File: src/rtl/multi_cycle_ctrl.sv
// Multi-cycle MIPS control unit: Moore FSM sequencing fetch/decode/execute/memory/writeback
// over a shared memory port and a single ALU, with configurable memory wait states.
module multi_cycle_ctrl #(
  parameter int unsigned MEM_LAT = 0,
  parameter bit          JAL_EN  = 1'b1
) (
  input  logic       clk_cpu,
  input  logic       reset,
  input  logic [5:0] opcode,
  input  logic [5:0] func,
  input  logic       zero,
  output logic       IorD,
  output logic       MemRead,
  output logic       MemWrite,
  output logic       IRWrite,
  output logic       RegWrite,
  output logic [1:0] RegDst,
  output logic [1:0] Mem2Reg,
  output logic       ALUSrcA,
  output logic [1:0] ALUSrcB,
  output logic       ExtOp,
  output logic [2:0] ALUControl,
  output logic       PCWrite,
  output logic       BranchEq,
  output logic       BranchNeq,
  output logic [1:0] PCSrc,
  output logic       illegal,
  output logic [3:0] state
);

  typedef enum logic [3:0] {
    StIf   = 4'd0,
    StId   = 4'd1,
    StMadr = 4'd2,
    StMrd  = 4'd3,
    StMwb  = 4'd4,
    StMwr  = 4'd5,
    StExr  = 4'd6,
    StWbr  = 4'd7,
    StBr   = 4'd8,
    StJmp  = 4'd9,
    StExi  = 4'd10,
    StWbi  = 4'd11,
    StJal  = 4'd12
  } state_e;

  localparam logic [5:0] OpRtype = 6'h00;
  localparam logic [5:0] OpJ     = 6'h02;
  localparam logic [5:0] OpJal   = 6'h03;
  localparam logic [5:0] OpBeq   = 6'h04;
  localparam logic [5:0] OpBne   = 6'h05;
  localparam logic [5:0] OpAddi  = 6'h08;
  localparam logic [5:0] OpSlti  = 6'h0A;
  localparam logic [5:0] OpAndi  = 6'h0C;
  localparam logic [5:0] OpOri   = 6'h0D;
  localparam logic [5:0] OpLui   = 6'h0F;
  localparam logic [5:0] OpLw    = 6'h23;
  localparam logic [5:0] OpSw    = 6'h2B;

  localparam logic [5:0] FnAdd = 6'h20;
  localparam logic [5:0] FnSub = 6'h22;
  localparam logic [5:0] FnAnd = 6'h24;
  localparam logic [5:0] FnOr  = 6'h25;
  localparam logic [5:0] FnNor = 6'h27;
  localparam logic [5:0] FnSlt = 6'h2A;

  localparam logic [2:0] AluAnd = 3'b000;
  localparam logic [2:0] AluOr  = 3'b001;
  localparam logic [2:0] AluAdd = 3'b010;
  localparam logic [2:0] AluLui = 3'b011;
  localparam logic [2:0] AluNor = 3'b100;
  localparam logic [2:0] AluSub = 3'b110;
  localparam logic [2:0] AluSlt = 3'b111;

  localparam logic [3:0] LatLast = 4'(MEM_LAT);

  state_e     state_q;
  logic [3:0] cnt_q;
  logic       mem_done;

  logic [2:0] r_ctrl;
  logic       r_ok;
  logic [2:0] i_ctrl;
  logic       i_sext;
  state_e     id_next;
  logic       id_illegal;

  // The datapath gates BranchEq/BranchNeq with zero itself.
  logic unused_zero;
  assign unused_zero = zero;

  assign mem_done = (cnt_q == LatLast);
  assign state    = state_q;

  // Instruction decode: R-type func, I-type ALU op, and the ID dispatch target.
  always_comb begin
    r_ctrl = AluAdd;
    r_ok   = 1'b1;
    case (func)
      FnAdd:   r_ctrl = AluAdd;
      FnSub:   r_ctrl = AluSub;
      FnAnd:   r_ctrl = AluAnd;
      FnOr:    r_ctrl = AluOr;
      FnNor:   r_ctrl = AluNor;
      FnSlt:   r_ctrl = AluSlt;
      default: r_ok   = 1'b0;
    endcase

    i_ctrl = AluAdd;
    i_sext = 1'b1;
    case (opcode)
      OpSlti: i_ctrl = AluSlt;
      OpAndi: begin
        i_ctrl = AluAnd;
        i_sext = 1'b0;
      end
      OpOri: begin
        i_ctrl = AluOr;
        i_sext = 1'b0;
      end
      OpLui: begin
        i_ctrl = AluLui;
        i_sext = 1'b0;
      end
      default: ;
    endcase

    id_next    = StIf;
    id_illegal = 1'b0;
    case (opcode)
      OpRtype: begin
        if (r_ok) id_next = StExr;
        else      id_illegal = 1'b1;
      end
      OpLw, OpSw:   id_next = StMadr;
      OpBeq, OpBne: id_next = StBr;
      OpJ:          id_next = StJmp;
      OpJal: begin
        if (JAL_EN) id_next = StJal;
        else        id_illegal = 1'b1;
      end
      OpAddi, OpSlti, OpAndi, OpOri, OpLui: id_next = StExi;
      default: id_illegal = 1'b1;
    endcase
  end

  // Wait counter only runs in IF/MRD/MWR and is cleared on every exit from them.
  always_ff @(posedge clk_cpu) begin
    if (reset) begin
      state_q <= StIf;
      cnt_q   <= 4'd0;
    end else begin
      case (state_q)
        StIf: begin
          if (mem_done) begin
            cnt_q   <= 4'd0;
            state_q <= StId;
          end else begin
            cnt_q <= cnt_q + 4'd1;
          end
        end
        StId:   state_q <= id_next;
        StMadr: state_q <= (opcode == OpSw) ? StMwr : StMrd;
        StMrd: begin
          if (mem_done) begin
            cnt_q   <= 4'd0;
            state_q <= StMwb;
          end else begin
            cnt_q <= cnt_q + 4'd1;
          end
        end
        StMwr: begin
          if (mem_done) begin
            cnt_q   <= 4'd0;
            state_q <= StIf;
          end else begin
            cnt_q <= cnt_q + 4'd1;
          end
        end
        StExr:   state_q <= StWbr;
        StExi:   state_q <= StWbi;
        default: state_q <= StIf;
      endcase
    end
  end

  // Moore outputs; everything held at zero while reset is high.
  always_comb begin
    IorD       = 1'b0;
    MemRead    = 1'b0;
    MemWrite   = 1'b0;
    IRWrite    = 1'b0;
    RegWrite   = 1'b0;
    RegDst     = 2'd0;
    Mem2Reg    = 2'd0;
    ALUSrcA    = 1'b0;
    ALUSrcB    = 2'd0;
    ExtOp      = 1'b0;
    ALUControl = 3'b000;
    PCWrite    = 1'b0;
    BranchEq   = 1'b0;
    BranchNeq  = 1'b0;
    PCSrc      = 2'd0;
    illegal    = 1'b0;
    if (!reset) begin
      case (state_q)
        StIf: begin
          MemRead    = 1'b1;
          ALUSrcB    = 2'd1;
          ALUControl = AluAdd;
          IRWrite    = mem_done;
          PCWrite    = mem_done;
        end
        StId: begin
          ALUSrcB    = 2'd3;
          ExtOp      = 1'b1;
          ALUControl = AluAdd;
          illegal    = id_illegal;
        end
        StMadr: begin
          ALUSrcA    = 1'b1;
          ALUSrcB    = 2'd2;
          ExtOp      = 1'b1;
          ALUControl = AluAdd;
        end
        StMrd: begin
          IorD    = 1'b1;
          MemRead = 1'b1;
        end
        StMwr: begin
          IorD     = 1'b1;
          MemWrite = 1'b1;
        end
        StMwb: begin
          Mem2Reg  = 2'd1;
          RegWrite = 1'b1;
        end
        StExr: begin
          ALUSrcA    = 1'b1;
          ALUControl = r_ctrl;
        end
        StWbr: begin
          RegDst   = 2'd1;
          RegWrite = 1'b1;
        end
        StExi: begin
          ALUSrcA    = 1'b1;
          ALUSrcB    = 2'd2;
          ExtOp      = i_sext;
          ALUControl = i_ctrl;
        end
        StWbi: RegWrite = 1'b1;
        StBr: begin
          ALUSrcA    = 1'b1;
          ALUControl = AluSub;
          PCSrc      = 2'd1;
          BranchEq   = (opcode == OpBeq);
          BranchNeq  = (opcode == OpBne);
        end
        StJmp: begin
          PCWrite = 1'b1;
          PCSrc   = 2'd2;
        end
        StJal: begin
          PCWrite  = 1'b1;
          PCSrc    = 2'd2;
          RegWrite = 1'b1;
          RegDst   = 2'd2;
          Mem2Reg  = 2'd2;
        end
        default: ;
      endcase
    end
  end

endmodule

File: config.mk
export PLATFORM = sky130hd
export DESIGN_NAME = multi_cycle_ctrl
export DESIGN_NICKNAME = d
export VERILOG_FILES = /design/src/rtl/multi_cycle_ctrl.sv
export SDC_FILE = /design/constraint.sdc
export NUM_CORES = 1
export LEC_CHECK = 0
export ABC_AREA = 1
export CELL_PAD_IN_SITES_DETAIL_PLACEMENT = 1
export CELL_PAD_IN_SITES_GLOBAL_PLACEMENT = 1
export CORE_ASPECT_RATIO = 1.25
export CORE_MARGIN = 2
export CORE_UTILIZATION = 27
export DETAILED_ROUTE_END_ITERATION = 12
export MAX_ROUTING_LAYER = met4
export PLACE_DENSITY = 0.79
export SYNTH_ARGS = -nofsm -noshare
export SYNTH_HDL_FRONTEND = slang
export SYNTH_SLANG_ARGS = --single-unit
File: constraint.sdc
create_clock -name clk_cpu -period 2.15 [get_ports clk_cpu]
set_input_delay 0.645 -clock clk_cpu [delete_from_list [all_inputs] [get_ports clk_cpu]]
set_output_delay 0.645 -clock clk_cpu [all_outputs]
set_load 0.02 [all_outputs]
==> results.md, run 1 <==
* Net Count, Synth at 191
* Seq. cell area at between 150 and 200 um^2
* WP data arrival at 1720 ps
* DRT Pass-1 Iters at 4
* # rows at 24
* Maximum clock path buffer count at 2
* Status: finished, violations left
* Asr flop ratio synth at 0%
* Routed WL per cell at about 19 um
* Total track usage at 28.0%
* Setup CP Type: reg -> out
* Final WS setup at -219 ps
* Failing checks: setup timing
* Sequential-to-total area share from yosys stat at about 17%
* Worst setup SP type: register
* Reg clk slew, reported paths at 50 ps
* Multi-input gate area at approximately 850 um^2
* Initial antenna violation count at 0
* Sequential share of power at 15.1%
* CP Capture Type: primary output
* Vias in the first global route at roughly 1700
* Top_reg_cell synth: dfxtp_1
* EDFF count, synth at 0
* Synth unique cells at 28
* PD cells at just over 700 mW/mm^2
* Setup Skew at 2.83 ps
* First-pass GRT wire length at roughly 8500 um
* CTS buffer count at 3
* Post-DRT Antenna Nets at 0
* Ant diodes at 0
* Final Setup Violations at 9
* Initial drt markers at 55
* Port Buffers at 39
* Vias at roughly 1700
* Area of the core at approximately 0.0034 mm^2
* Register-to-Register Setup Slack at approximately 300 ps
* FILL cells at 446
* Synthesis Warnings at 0
* Tcrit/Tclk final at 110%
* Max-Cap Viols at 0
* Internal power at 782 uW
* Htree depth at 1
* Seq cells post-synth at 8
* Worst slew pin tran at between 200 and 300 ps
* Minimum clock period at around 2400 ps
* Clk pwr share at between 10% and 20%
* CTS tree: built
* Nets@finish at between 200 and 300
* Mapped Area at roughly 950 um^2
* Worst vdd ir at ~0.55 mV
* RePlAce Congestion at roughly 0.88
* Layout cells sized above 1 at 59.7%
* Grt total ovfl at 0
* WL final at 6130 um
* Switching Share at 47.1%
* DR vias/cell at 5.24
* Detail Placement HPWL at between 3000 and 4000 um
* RSZ-0062 raised after global routing: true
* Gate power share at between 70% and 80%
* Leakage at approximately 1.0 nW
* Clk sink count at 8
* Max Slew Vio Count at 0
* Setup TNS at -1310 ps
* Die area at 0.00401 mm^2
* Synth-to-layout area growth at 119%
* Cells after Synth at about 170
* Die width at 57.0 um
* Largest net degree at the start of global routing at 19
* Hold_ws at 482 ps
* DRC errors left at 0
* I/O pins at 41
* Worst-path maximum fanout at 5
* Syn avg cell area at about 5.5 um^2
* Net switching power at 695 uW
* Achievable frequency at 422 MHz
* Final Hold Viols at 0
* Hold WC Path Type: reg -> reg
* Initial Util at ~28%
* Clk root buf: clkbuf_8
* Clk Latency, worst-skew pair at 250 ps
* Req. time, crit path at about 1500 ps
* Slew margin rel. at between 80% and 90%
* Die height at roughly 70 um
[registers in the layout (all words and copies together) (netlist names)]
name / cells
cnt_q: 4
state: 4
[logic make-up after synthesis]
group                    share of synthesized area [%]
buffers and inverters                             14.9
XOR/XNOR                                         0.922
AND/OR/NAND/NOR                                   48.9
AO/OA/AOI/OAI                                     15.8
flip-flops                                        16.9
adder cells (fa/ha/maj)                           2.63
[final cells by class]
| type | count | area share (%) |
|---|---|---|
| multi-input combinational | 129 | 41.0 |
| timing repair buffer | 104 | 39.3 |
| sequential | 8 | 8.14 |
| inverter | 34 | 7.23 |
| tap | 39 | 2.35 |
| clock buffer | 3 | 1.99 |
[critical path: stages (launching register included)]
cell	delay, ps
dfxtp_4	370
inv_1	60
nor2_2	150
inv_2	70
nor2_1	140
buf_4	190
nand3b_1	110
a31oi_1	210
buf_4	180
[synthesized netlist by cell type (2+ instances only)]
library cell	n	area share [%]
nor3_1	5	2.6
a21oi_1	13	6.9
inv_1	30	12
nor2_4	3	3.6
ha_1	2	2.6
inv_2	3	1.2
a31oi_1	4	2.6
a21oi_2	2	1.8
nand3_1	14	7.4
nor2_1	24	9.5
buf_2	2	1.1
o21ai_0	6	3.2
nor2_2	2	1.3
dfxtp_1	8	17
nand2_2	3	2.0
nand3b_1	3	2.4
nand2_1	38	15
nand4_1	2	1.3
[layer usage]
layer  routed length, um  global-route usage, %  vias to the layer above
met1                2290                   28.6                      825
li1                    -                      -                      766
met3                 180                   2.22                       19
met2                3450                   53.5                       51
met4                 202                   10.9                        0
met5                   0                      -                        -
[cell usage in the layout, fill, tap and decap left out, types with 2 or more instances in the layout]
| cell type | Yosys | layout |
|---|---|---|
| a21oi_2 | 2 | 5 |
| buf_6 | 0 | 9 |
| buf_8 | 0 | 2 |
| nand2_2 | 3 | 6 |
| nor2_4 | 3 | 12 |
| nand3_2 | 0 | 4 |
| inv_2 | 3 | 12 |
| o21ai_0 | 6 | 3 |
| nor2_1 | 24 | 8 |
| a31oi_1 | 4 | 4 |
| clkbuf_8 | 0 | 3 |
| nand2_1 | 38 | 33 |
| nor2_2 | 2 | 9 |
| buf_4 | 0 | 69 |
| nor3_4 | 0 | 3 |
| inv_1 | 30 | 15 |
| a21oi_1 | 13 | 10 |
| clkdlybuf4s50_1 | 0 | 4 |
| inv_4 | 0 | 4 |
| clkdlybuf4s15_2 | 0 | 2 |
| dfxtp_1 | 8 | 5 |
| nor3_1 | 5 | 3 |
| ha_1 | 2 | 2 |
| buf_2 | 2 | 13 |
| nand3b_1 | 3 | 3 |
| dfxtp_4 | 0 | 2 |
| dlygate4sd2_1 | 0 | 3 |
| nand4_1 | 2 | 2 |
| nand3_1 | 14 | 10 |
| o21ai_1 | 1 | 3 |
[stage by stage]
| stage | cell area [um^2] | instances | setup slack, ps | total power, mW | utilization, % |
|---|---|---|---|---|---|
| 6_report | 2080 | 317 | -219 | 1.48 | 60.6 |
| 5_1_grt | 2080 | 317 | -266 | 1.55 | 60.6 |
| 2_1_floorplan | 1050 | 174 | -63.7 | 0.663 | - |
| 3_5_place_dp | 1850 | 301 | -1090 | 1.15 | 54.0 |
| 3_3_place_gp | 1850 | 301 | -954 | 1.10 | 54.0 |
| 4_1_cts | 1960 | 314 | -188 | 1.35 | 57.2 |
[what timing repair did]
item / 4_1_cts / 5_1_grt
pin swaps: 29 / 19
hold buffers: 0 / 0
setup buffers: 10 / 3
gates resized for setup: 177 / 44
setup endpoints to repair: 23 / 20
[path summary, 6_finish.rpt]
check,startpoint,endpoint,cells after the start
worst max register to register,state[1],state[1],11
worst min-delay path,cnt_q[1],cnt_q[1],2
worst max-delay path,state[1],ALUControl[2],8
worst min register to register,cnt_q[1],cnt_q[1],2
[power by group through the flow]
stage | clock [mW] | combinational, mW | sequential [mW]
finish | 0.202 | 1.05 | 0.224
global route | 0.202 | 1.12 | 0.227
CTS | 0.195 | 0.939 | 0.213
detailed placement | 0 | 0.940 | 0.206
global placement | 0 | 0.899 | 0.206
floorplan | 0 | 0.430 | 0.232
(Power assumes the default switching activity.)
==> run 2, diff against run 1 <==
--- a/config.mk
+++ b/config.mk
@@ -12,6 +12,7 @@
 export CORE_MARGIN = 2
-export CORE_UTILIZATION = 27
+export CORE_UTILIZATION = 29
+export CTS_BUF_LIST = sky130_fd_sc_hd__clkbuf_8 sky130_fd_sc_hd__clkbuf_16
 export DETAILED_ROUTE_END_ITERATION = 12
 export MAX_ROUTING_LAYER = met4
-export PLACE_DENSITY = 0.79
+export PLACE_DENSITY = 0.84
 export SYNTH_ARGS = -nofsm -noshare
==> constraint.sdc (replaced) <==
create_clock -name clk_cpu -period 2.8 [get_ports clk_cpu]
set_input_delay 0.84 -clock clk_cpu [delete_from_list [all_inputs] [get_ports clk_cpu]]
set_output_delay 0.84 -clock clk_cpu [all_outputs]
set_load 0.005 [all_outputs]
==> run 2 against run 1 <==
  * The flow still finishes with violations (setup timing)
  * Count of clock-buffer cells in the layout stayed put
  * Clock skew is 9.1 ps higher
  * Utilization is 1.8 points lower
  * Non-clock buffer count is 22 lower
  * Cell area is 10% lower
  * Critical path depth is 11 higher
  * Global-route usage is 1.5 points lower
  * Via count is 7.6% lower
==> results.md, run 2 (synthesized netlist as in run 1, its figures left out) <==
* WL final at 5540 um (-9.6%)
* Synth-to-layout area growth at 96.2%
* Layout cells sized above 1 at 48.0% (-12 points)
* Port Buffers at 39 (unchanged)
* Total track usage at 26.5% (-1.5 points)
* DRT Pass-1 Iters at 6 (+2)
* CTS buffer count at 3 (unchanged)
* Grt total ovfl at 0 (unchanged)
* Worst slew pin tran at 296 ps (+12.3 ps)
* Worst setup SP type: primary input
* Worst vdd ir at 0.395 mV (-28%)
* Htree depth at 1 (unchanged)
* Seq. cell area at 163 um^2 (-3.7%)
* Die height at 68.0 um (-3.3%)
* CP Capture Type: register
* Maximum clock path buffer count at 2 (unchanged)
* Setup CP Type: in -> reg
* First-pass GRT wire length at 7040 um (-17%)
* I/O pins at 41 (unchanged)
* Nets@finish at 275 (-7.4%)
* Setup TNS at -87.8 ps (+1220 ps)
* Tcrit/Tclk final at 103%
* Crit-path most repeated cell: buf_4
* Achievable frequency at 348 MHz
* Clk Latency, worst-skew pair at 240 ps (about the same)
* Status: finished, violations left
* Vias in the first global route at 1472 (-15%)
* Multi-input gate area at 837 um^2 (-1.6%)
* Final WS setup at -75.6 ps (+143 ps)
* Worst Min Path Start: cnt_q[2]
* Initial antenna violation count at 0 (unchanged)
* Initial drt markers at 34 (-38%)
* CP top delay family: buffers and inverters
* Slew margin rel. at 80.2% (-0.65 points)
* Max-Cap Viols at 0 (unchanged)
* Final Hold Viols at 0 (unchanged)
* CP Launch Point: opcode[2]
* Total power at 842 uW (-43%)
* Req. time, crit path at 2960 ps (+1460 ps)
* DRC errors left at 0 (unchanged)
* Hold WC Path Type: reg -> reg
* Post-DRT Antenna Nets at 0 (unchanged)
* # rows at 23 (-4.2%)
* FILL cells at 432 (-3.1%)
* DR vias/cell at 5.24 (about the same)
* Ant diodes at 0 (unchanged)
* Clk sink count at 8 (unchanged)
* Area of the core at 0.00317 mm^2 (-7.5%)
* RR Startpoint: state[0]
* Max Slew Vio Count at 0 (unchanged)
* Die width at 55.2 um (-3.3%)
* Hold_ws at 523 ps (+40.7 ps)
* Detail Placement HPWL at 2810 um (-25%)
* CP max-delay cell: nor3_4
* Failing checks: setup timing
* Final Setup Violations at 2 (-7)
* Die area at 0.00375 mm^2 (-6.5%)
* Worst-path cell chain: buf_2 -> inv_2 -> nand2_2 -> buf_4 -> nor3_4 -> nand2_4 -> buf_6 -> buf_4 -> buf_4 -> buf_4 -> buf_4 -> buf_4 -> buf_4 -> buf_4 -> nand2_2 -> nand2_1 -> nand2_1 -> nand2_1 -> a21oi_2
* RePlAce Congestion at 0.757 (-14%)
* CP peak stage delay at 200 ps (-170 ps)
* Routed WL per cell at 18.9 um (-2.2%)
* Commonest non-fill, non-tap cell in the layout: buf_4
* Clk root buf: clkbuf_8
* Largest net degree at the start of global routing at 19 (unchanged)
* PD cells at 452 mW/mm^2 (-36%)
* Initial Util at 30.0% (+2.3 points)
* WP data arrival at 3040 ps (+1320 ps)
* Vias at 1534 (-7.6%)
* Leakage at 0.930 nW (-11%)
* Setup Skew at 11.9 ps (+9.07 ps)
* Worst path bufs/invs at 11 (+7)
* Reg clk slew, reported paths at 50 ps (about the same)
* Minimum clock period at about 2900 ps
* Commonest cells after routing, fill and taps aside: buf_4 (40), nand2_1 (28), inv_1 (21)
* CTS tree: built
* Worst-path maximum fanout at 3 (-2)
-- run 2: cell type report --
class | instances | share of cell area [%]
Clock buffer | 3 | 2.22
Inverter | 34 | 6.85
Multi-Input combinational cell | 129 | 44.9
Sequential cell | 8 | 8.73
Tap cell | 37 | 2.48
Timing Repair Buffer | 82 | 34.8
-- run 2: path summary, 6_finish.rpt --
path	end	slack, ps	cells past startpoint
max	state[2]	-80	19
max reg2reg	state[2]	1100	9
min	cnt_q[2]	520	2
min reg2reg	cnt_q[2]	520	2
-- run 2: routing by layer --
layer / vias to the layer above / GRT usage (%) / part of all wire, %
met1: 755 / 32.7 / 42
met3: 15 / 2.84 / 2.8
met2: 40 / 45.8 / 52
li1: 724 / - / -
met4: 0 / 5.79 / 3.0
met5: - / - / 0
-- run 2: metrics by stage --
stage	cell area [um^2]	worst slack [ps]	std cells	utilization (%)
after floorplan	950	218	174	-
after CTS	1740	-19.0	289	55.1
after global placement	1520	-614	267	48.1
after detailed placement	1520	-643	267	48.1
after global routing	1860	-131	293	58.9
final	1860	-75.6	293	58.9
-- run 2: what timing repair did --
item,in CTS,in global routing
setup buffers,19,4
pin swaps,18,21
cloned,0,0
setup endpoints to repair,22,13
gates resized for setup,77,61
hold buffers,0,0
-- run 2: worst reg2reg max path, cell delays in order (launching register included) --
cell and delay (ps):
dfxtp_1 450, nor2_1 130, buf_4 170, nand2_2 80, nand2_1 70, nor2_2 250
a21oi_2 100, inv_1 120, nand2_1 80, a21oi_2 180
-- run 2: power by group --
part	leakage (nW)	total [mW]	switching [mW]	internal, mW
logic	0.842	0.519	0.301	0.218
registers	0.0662	0.173	0.0335	0.139
clock network	0.0216	0.150	0.0560	0.0941
